[src/rtl/dcache_byte.sv]
// dcache_byte: single-port 32-bit word memory with byte/halfword/word
// loads and stores, a self-clearing INIT phase after reset, and a
// one-cycle-latency response carrying load data or a misalignment fault.
module dcache_byte #(
    parameter int          ADDR_W   = 7,
    parameter logic [3:0]  STR_UOP  = 4'b1001,
    parameter logic [3:0]  LDR_UOP  = 4'b1010,
    parameter logic [3:0]  STRB_UOP = 4'b1011,
    parameter logic [3:0]  LDRB_UOP = 4'b1100,
    parameter logic [3:0]  STRH_UOP = 4'b1101,
    parameter logic [3:0]  LDRH_UOP = 4'b1110
) (
    input  logic              clock,
    input  logic              reset,
    input  logic              req_valid,
    output logic              req_ready,
    input  logic [ADDR_W-1:0] addr,
    input  logic [3:0]        uop,
    input  logic [31:0]       data_in,
    output logic              resp_valid,
    output logic [31:0]       data_out,
    output logic              fault
);

    localparam int IDX_W = ADDR_W - 2;
    localparam int DEPTH = 2 ** IDX_W;

    typedef enum logic {
        INIT,
        RUN
    } state_t;

    state_t            r_state;
    state_t            w_state_nxt;
    logic [IDX_W-1:0]  r_clr_cnt;
    logic [31:0]       r_mem [DEPTH];

    logic              r_resp_valid;
    logic              r_fault;
    logic [31:0]       r_data_out;

    logic [IDX_W-1:0]  w_idx;
    logic [31:0]       w_word;
    logic              w_uop_ok;
    logic              w_is_load;
    logic              w_is_store;
    logic              w_mis;
    logic [3:0]        w_be;
    logic [31:0]       w_wdata;
    logic [31:0]       w_ldata;
    logic [7:0]        w_byte;
    logic [15:0]       w_half;
    logic              w_acc;

    assign w_idx  = addr[ADDR_W-1:2];
    assign w_word = r_mem[w_idx];

    // State register
    always_ff @(posedge clock) begin
        if (reset) r_state <= INIT;
        else       r_state <= w_state_nxt;
    end

    // Next-state: leave INIT once the last word has been cleared
    always_comb begin
        w_state_nxt = r_state;
        case (r_state)
            INIT:    if (&r_clr_cnt) w_state_nxt = RUN;
            RUN:     w_state_nxt = RUN;
            default: w_state_nxt = INIT;
        endcase
    end

    // FSM outputs
    always_comb begin
        req_ready = (r_state == RUN);
    end

    // INIT clear counter, one word per cycle
    always_ff @(posedge clock) begin
        if (reset)                r_clr_cnt <= '0;
        else if (r_state == INIT) r_clr_cnt <= r_clr_cnt + 1'b1;
    end

    // Micro-op decode: legality, direction, alignment, byte enables, store data
    always_comb begin
        w_uop_ok   = 1'b0;
        w_is_load  = 1'b0;
        w_is_store = 1'b0;
        w_mis      = 1'b0;
        w_be       = 4'b0000;
        w_wdata    = '0;
        case (uop)
            STR_UOP: begin
                w_uop_ok   = 1'b1;
                w_is_store = 1'b1;
                w_mis      = (addr[1:0] != 2'b00);
                w_be       = 4'b1111;
                w_wdata    = data_in;
            end
            LDR_UOP: begin
                w_uop_ok  = 1'b1;
                w_is_load = 1'b1;
                w_mis     = (addr[1:0] != 2'b00);
            end
            STRB_UOP: begin
                w_uop_ok   = 1'b1;
                w_is_store = 1'b1;
                w_be       = 4'b0001 << addr[1:0];
                w_wdata    = {4{data_in[7:0]}};
            end
            LDRB_UOP: begin
                w_uop_ok  = 1'b1;
                w_is_load = 1'b1;
            end
            STRH_UOP: begin
                w_uop_ok   = 1'b1;
                w_is_store = 1'b1;
                w_mis      = addr[0];
                w_be       = addr[1] ? 4'b1100 : 4'b0011;
                w_wdata    = {2{data_in[15:0]}};
            end
            LDRH_UOP: begin
                w_uop_ok  = 1'b1;
                w_is_load = 1'b1;
                w_mis     = addr[0];
            end
            default: ;
        endcase
    end

    // Load data extraction, zero-extended
    always_comb begin
        case (addr[1:0])
            2'b00:   w_byte = w_word[7:0];
            2'b01:   w_byte = w_word[15:8];
            2'b10:   w_byte = w_word[23:16];
            default: w_byte = w_word[31:24];
        endcase
        w_half  = addr[1] ? w_word[31:16] : w_word[15:0];
        w_ldata = '0;
        if (uop == LDR_UOP)       w_ldata = w_word;
        else if (uop == LDRH_UOP) w_ldata = {16'h0000, w_half};
        else if (uop == LDRB_UOP) w_ldata = {24'h000000, w_byte};
    end

    assign w_acc = req_valid && req_ready && w_uop_ok;

    // Memory: cleared during INIT, lane-masked stores in RUN; reset blocks writes
    always_ff @(posedge clock) begin
        if (!reset) begin
            if (r_state == INIT) begin
                r_mem[r_clr_cnt] <= '0;
            end else if (w_acc && w_is_store && !w_mis) begin
                for (int unsigned i = 0; i < 4; i++) begin
                    if (w_be[i]) r_mem[w_idx][8*i +: 8] <= w_wdata[8*i +: 8];
                end
            end
        end
    end

    // Response register: one-cycle strobe, data/fault zero unless qualified
    always_ff @(posedge clock) begin
        if (reset) begin
            r_resp_valid <= 1'b0;
            r_fault      <= 1'b0;
            r_data_out   <= '0;
        end else begin
            r_resp_valid <= w_acc;
            r_fault      <= w_acc && w_mis;
            r_data_out   <= (w_acc && w_is_load && !w_mis) ? w_ldata : '0;
        end
    end

    assign resp_valid = r_resp_valid;
    assign fault      = r_fault;
    assign data_out   = r_data_out;

endmodule

[config.mk]
export PLATFORM = sky130hd
export DESIGN_NAME = dcache_byte
export DESIGN_NICKNAME = d
export VERILOG_FILES = /design/src/rtl/dcache_byte.sv
export SDC_FILE = /design/constraint.sdc
export NUM_CORES = 1
export LEC_CHECK = 0
export ABC_AREA = 0
export BUFFER_PORTS_ARGS = -buffer_cell sky130_fd_sc_hd__buf_2
export CAP_MARGIN = 0
export CORE_AREA = 10 10 276 278
export CTS_CLUSTER_DIAMETER = 200
export DETAILED_ROUTE_END_ITERATION = 10
export DIE_AREA = 0 0 286 288
export GPL_ROUTABILITY_DRIVEN = 1
export PLACE_DENSITY = 0.79
export SKIP_CTS_REPAIR_TIMING = 1
export SLEW_MARGIN = 40
export SYNTH_ARGS = -nofsm -noshare
export SYNTH_HDL_FRONTEND = slang
export SYNTH_SLANG_ARGS = --single-unit
[constraint.sdc]
create_clock -name clock -period 6.85 [get_ports clock]
set_input_delay 2.055 -clock clock [delete_from_list [all_inputs] [get_ports clock]]
set_output_delay 2.055 -clock clock [all_outputs]
set_load 0.05 [all_outputs]
# Word-level counts from Yosys, hierarchy flattened
# Memories as Yosys holds them, arrays and structs flattened.
# Cells that the tools add are included.
op_classes:
  reduce_logical: 18
  shift: 1
  n_bitwise: 2
  n_eq_ne: 8
  add_sub_neg: 1
  mux: 40
ops:
  columns: ["cell", "n"]
  rows:
  - ["$pmux 32 s3", 1]
  - ["$mux 32", 2]
  - ["$mux 16", 2]
  - ["$reduce_or 32->1", 1]
  - ["$mux 1", 27]
  - ["$eq 4x4->1 const B", 6]
  - ["$pmux 8 s3", 1]
  - ["$pmux 4 s3", 1]
  - ["$mux 4", 2]
  - ["$mux 8", 1]
  - ["$logic_and 1x1->1", 7]
  - ["$reduce_or 2->1", 3]
  - ["$reduce_or 3->1", 2]
  - ["$reduce_or 6->1", 1]
  - ["$add 5x1->5 const B", 1]
  - ["$mux 5", 1]
  - ["$reduce_and 5->1", 1]
  - ["$pmux 1 s2", 2]
  - ["$shl 1x2->4 const A", 1]
  - ["$eq 2x1->1 const B", 1]
  - ["$eq 2x2->1 const B", 1]
  - ["$logic_not 2->1", 1]
  - ["$not 1->1", 2]
  - ["$reduce_bool 2->1", 1]
  - ["$logic_not 1->1", 1]
totals:
  ramBits: 1024
  memories: 1
  register_bits: 40
  elab_cells: 76
memory_table:
  columns: ["memory", "depth", "width", "read_ports", "rd_clocked_by_memory_dff", "write_ports", "line", "source"]
  rows:
  - ["r_mem", 32, 32, 1, 0, 1, "36", "logic [31:0] r_mem [DEPTH];"]

# Logic depth before layout (Yosys ltp)
depth:
  word_depth: 12
  depth_mapped: 11
  depth_no_buf: 7

# Worst setup path after synthesis
# Ideal clock, no wire load.
synth_timing:
  path_kind: "input to register"
  startpoint: "in reset"
  endpoint: "mem r_mem[28][16], enable pin"
  t_required_ps: 6467
  t_arrival_ps: 4281
  slack_ps: 2186
  stages: 8
  path_buffers: 3
  setup_time_ps: 383
  cell_sequence: "clkbuf_1 > and3b_1 > nand4_1 > a21oi_2 > buf_4 > a41oi_1 > buf_2 > nor3_1"
synth_via:
  elab_chain_cells: 4
synth_lines:
  columns: ["element", "line", "source"]
  rows:
  - ["start, declared", "14", "input logic reset,"]
  - ["$mux 1", "151", "if (!reset) begin"]
  - ["$mux 1 (implied by the code)", "156", "if (w_be[i]) r_mem[w_idx][8*i +: 8] <= w_wdata[8*i +: 8];"]
  - ["$reduce_or 32->1 (no source line)", null, null]
  - ["$mux 5 (no source line) or $mux 4 (tied branches)", null, null]
  - ["end, declared", "36", null]
# Parallel ways exist; a longest one is shown, timed or not.

# Worst setup path after layout
layout_timing:
  startpoint: "in addr[1]"
  endpoint: "mem r_mem[25][18], enable pin"
layout_via:
  elab_chain_cells: 10
layout_lines:
  columns: ["element", "line", "source"]
  rows:
  - ["start, declared", "17", "input logic [ADDR_W-1:0] addr,"]
  - ["$reduce_bool 2->1", "97, 104", null]
  - ["$pmux 1 s2", "93", "case (uop)"]
  - ["$logic_not 1->1", "154", "end else if (w_acc && w_is_store && !w_mis) begin"]
  - ["$logic_and 1x1->1", "154", null]
  - ["$mux 1", "154", null]
  - ["$mux 1", "152", "if (r_state == INIT) begin"]
  - ["$mux 1", "151", null]
  - ["$mux 1 (implied by the code)", "156", null]
  - ["$reduce_or 32->1 (no source line)", null, null]
  - ["$mux 5 (no source line) or $mux 4 (tied branches)", null, null]
# Parallel ways exist; a longest one is shown, timed or not.

==> qor.yml <==
max_freq_mhz: 200
clockBufferDepth: 3
die-area_um2: 82400
routed_wl_mm: 107
power_density_nw_per_um2: 276
synth_cell_types: 55
finalSetupTns_ns: 0
cpMostUsedCell: "buf_4"
place.gp.congestion: 0.958
yosysWarnings: 0
pin_count: 81
synth.cell_area_um2: 42100
die_h_um: 288
synth_compound_area_frac: 0.0209
synth_top_family_by_area: "multiplexers"
syn_nets: 2062
hold_path_class: "reg2reg"
cp-end-kind: "register"
final_util: 0.680
wl_per_cell_um: 33.4
final_layout_size_suffix_gt1_frac: 0.353
synth_fa_ha_area_frac: 0.000595
drv_slew: 0
fp.dieW_um: 286
placed_area_um2: 44700
synth_top_area_frac: 0.731
clock-root-buffer: "clkbuf_16"
critPathArrivalTime_ns: 5.40
rows: 98
dp.cells: 3026
vias: 22400
initial_utilization: 0.594
cp_top_family: "compound AO/OA/AOI/OAI gates"
final_common_cell: "edfxtp_1"
drt_iter0_markers: 3535
synth_top_area_cell: "edfxtp_1"
h-tree-depth: 3
synth-edff-count: 1024
synth.area.top_cells: "edfxtp_1, mux4_2, dfxtp_1"
instances_no_fill: 3220
clk_pin_slew_ns: 0.06
nNetsFinal: 2227
crit_buf_inv: 4
holdWs_ns: 0.650
synth-xor-area-share: 0.000832
portBuffers: 80
cp_slowest_cell: "a31oi_4"
ff2ff_setup_slack_ns: 2.90
async_flop_share: 0
dr.pass1.iters: 6
ys_ff_latch: 1064
track_usage: 0.264
cts_buffers: 100
area_delta_synth_final_pct: 14.6
clkLatencyLatePin_ns: 0.67
drc: 0
period_share: 0.730
p_leak_nw: 13.5
hold_viol: 0
dp_hpwl_mm: 68.3
cap_viol_max_count: 0
grt_start_max_net_pins: 63
yosysSeqAreaShare: 0.750
vdd_drop_max_mv: 0.219
startpoint_type: "input pin"
crit_path_max_fanout: 18
synth_mux_area_frac: 0.177
cts_tree: "built"
worst_pin_slew_ns: 0.931
postSynthCellCount: 2014
grt_pass1_vias: 22400
rsz0062_at_grt: "false"
status: "complete, no violations"
synthSimpleGateAreaFrac: 0.0353
final_cell_mix: "edfxtp_1, mux4_2, buf_4, clkbuf_16, nor3_2"
required_ns: 7.25
setup_viol_count_final: 0
crit_chain: "buf_2 -> nor2b_1 -> o211ai_2 -> nand4_1 -> a21oi_4 -> buf_16 -> nor3b_1 -> a31oi_4 -> buf_4 -> nor3_1 -> buf_4"
cts.sinks: 1064
stdcell_area_um2: 48200
overflow: 0
ant_nets: 0
core_area_um2: 70900
slew_headroom: 0.362
antenna_found_initial: 2
viasPerCell: 6.95
fin_crit_ns: 5.00
path_class: "in2reg"
avgSynthCellArea_um2: 20.9
grt_pass1_wl_mm: 158
skew_ns: 0.0331
cp_slowest_stage_delay_ns: 0.69
synth_ff_type: "edfxtp_1"
## Yosys cell counts, types with 5 or more instances
cell type and instances:
buf_2 41, and3_1 6, a31oi_1 14, a21oi_1 21, mux2i_1 72, mux4_2 298, dfxtp_1 40, nor3_1 133
o211ai_1 5, clkbuf_1 59, a221oi_1 13, edfxtp_1 1024, nand2_1 50, a22oi_1 13, o21ai_0 12, nor2_1 63
buf_4 18, buf_1 17, nor2b_1 9, nand2b_1 11, and2_1 10, a211oi_1 9, nand3_1 5, o21a_1 16
## through the flow
stage	setup WS (ns)	total power, mW
after floorplan	2.19	7.57
after global placement	1.02	7.76
after detailed placement	1.10	7.79
after CTS	1.80	13.3
after global routing	1.75	13.6
final	1.85	13.3
## power by group
part / leakage (nW) / internal [mW] / total [mW] / switching [mW]
combinational: 3.84 / 0.216 / 0.591 / 0.375
clock: 1.64 / 3.24 / 5.63 / 2.39
sequential: 8.02 / 7.07 / 7.09 / 0.0178
total: 13.5 / 10.5 / 13.3 / 2.79
## registers in the layout, indices dropped and copies added (netlist names)
signal	flops
resp_valid	1
r_mem	1024
fault	1
data_out	32
req_ready	1
r_clr_cnt	5
## final timing paths
| check | start | to | depth (start not counted) |
|---|---|---|---|
| max reg2reg | req_ready | r_mem[25][18] | 9 |
| min | r_clr_cnt[0] | r_clr_cnt[0] | 2 |
| max | addr[1] | r_mem[25][18] | 11 |
| min reg2reg | r_clr_cnt[0] | r_clr_cnt[0] | 2 |
## worst min-delay path, cell delays in order (launching register included)
cell and delay, ns:
dfxtp_1 0.39, xor2_1 0.17, nor2_1 0.05
## cells by family (layout without fill, tap and decap cells)
| logic type | after synthesis | after routing |
|---|---|---|
| xor gates and xnor gates | 4 | 4 |
| AOI/OAI and AO/OA | 125 | 125 |
| buffers and inverters | 144 | 396 |
| other | 0 | 4 |
| DFF | 1064 | 1064 |
| and+or+nand+nor | 305 | 305 |
| adders and majority gates | 2 | 2 |
| muxes | 370 | 370 |
## cell type report
cell class | count | area [um2]
diodes | 4 | 10.0
inverters | 6 | 25.0
clock buffers | 124 | 2710
clock inverters | 65 | 651
well taps | 950 | 1190
repair buffers | 201 | 1480
flip-flops and latches | 1064 | 31600
multi-input cells | 806 | 10600
fillers | 4258 | 22700
## layer usage
layer / track usage / vias to the layer above / share of wire
met4: 0.0836 / 4 / 0.031
met5: 0.00773 / - / 0.00022
li1: - / 8784 / -
met1: 0.364 / 11600 / 0.36
met2: 0.406 / 1777 / 0.47
met3: 0.0795 / 237 / 0.13
No activity file was read; power rests on OpenSTA's default activity.
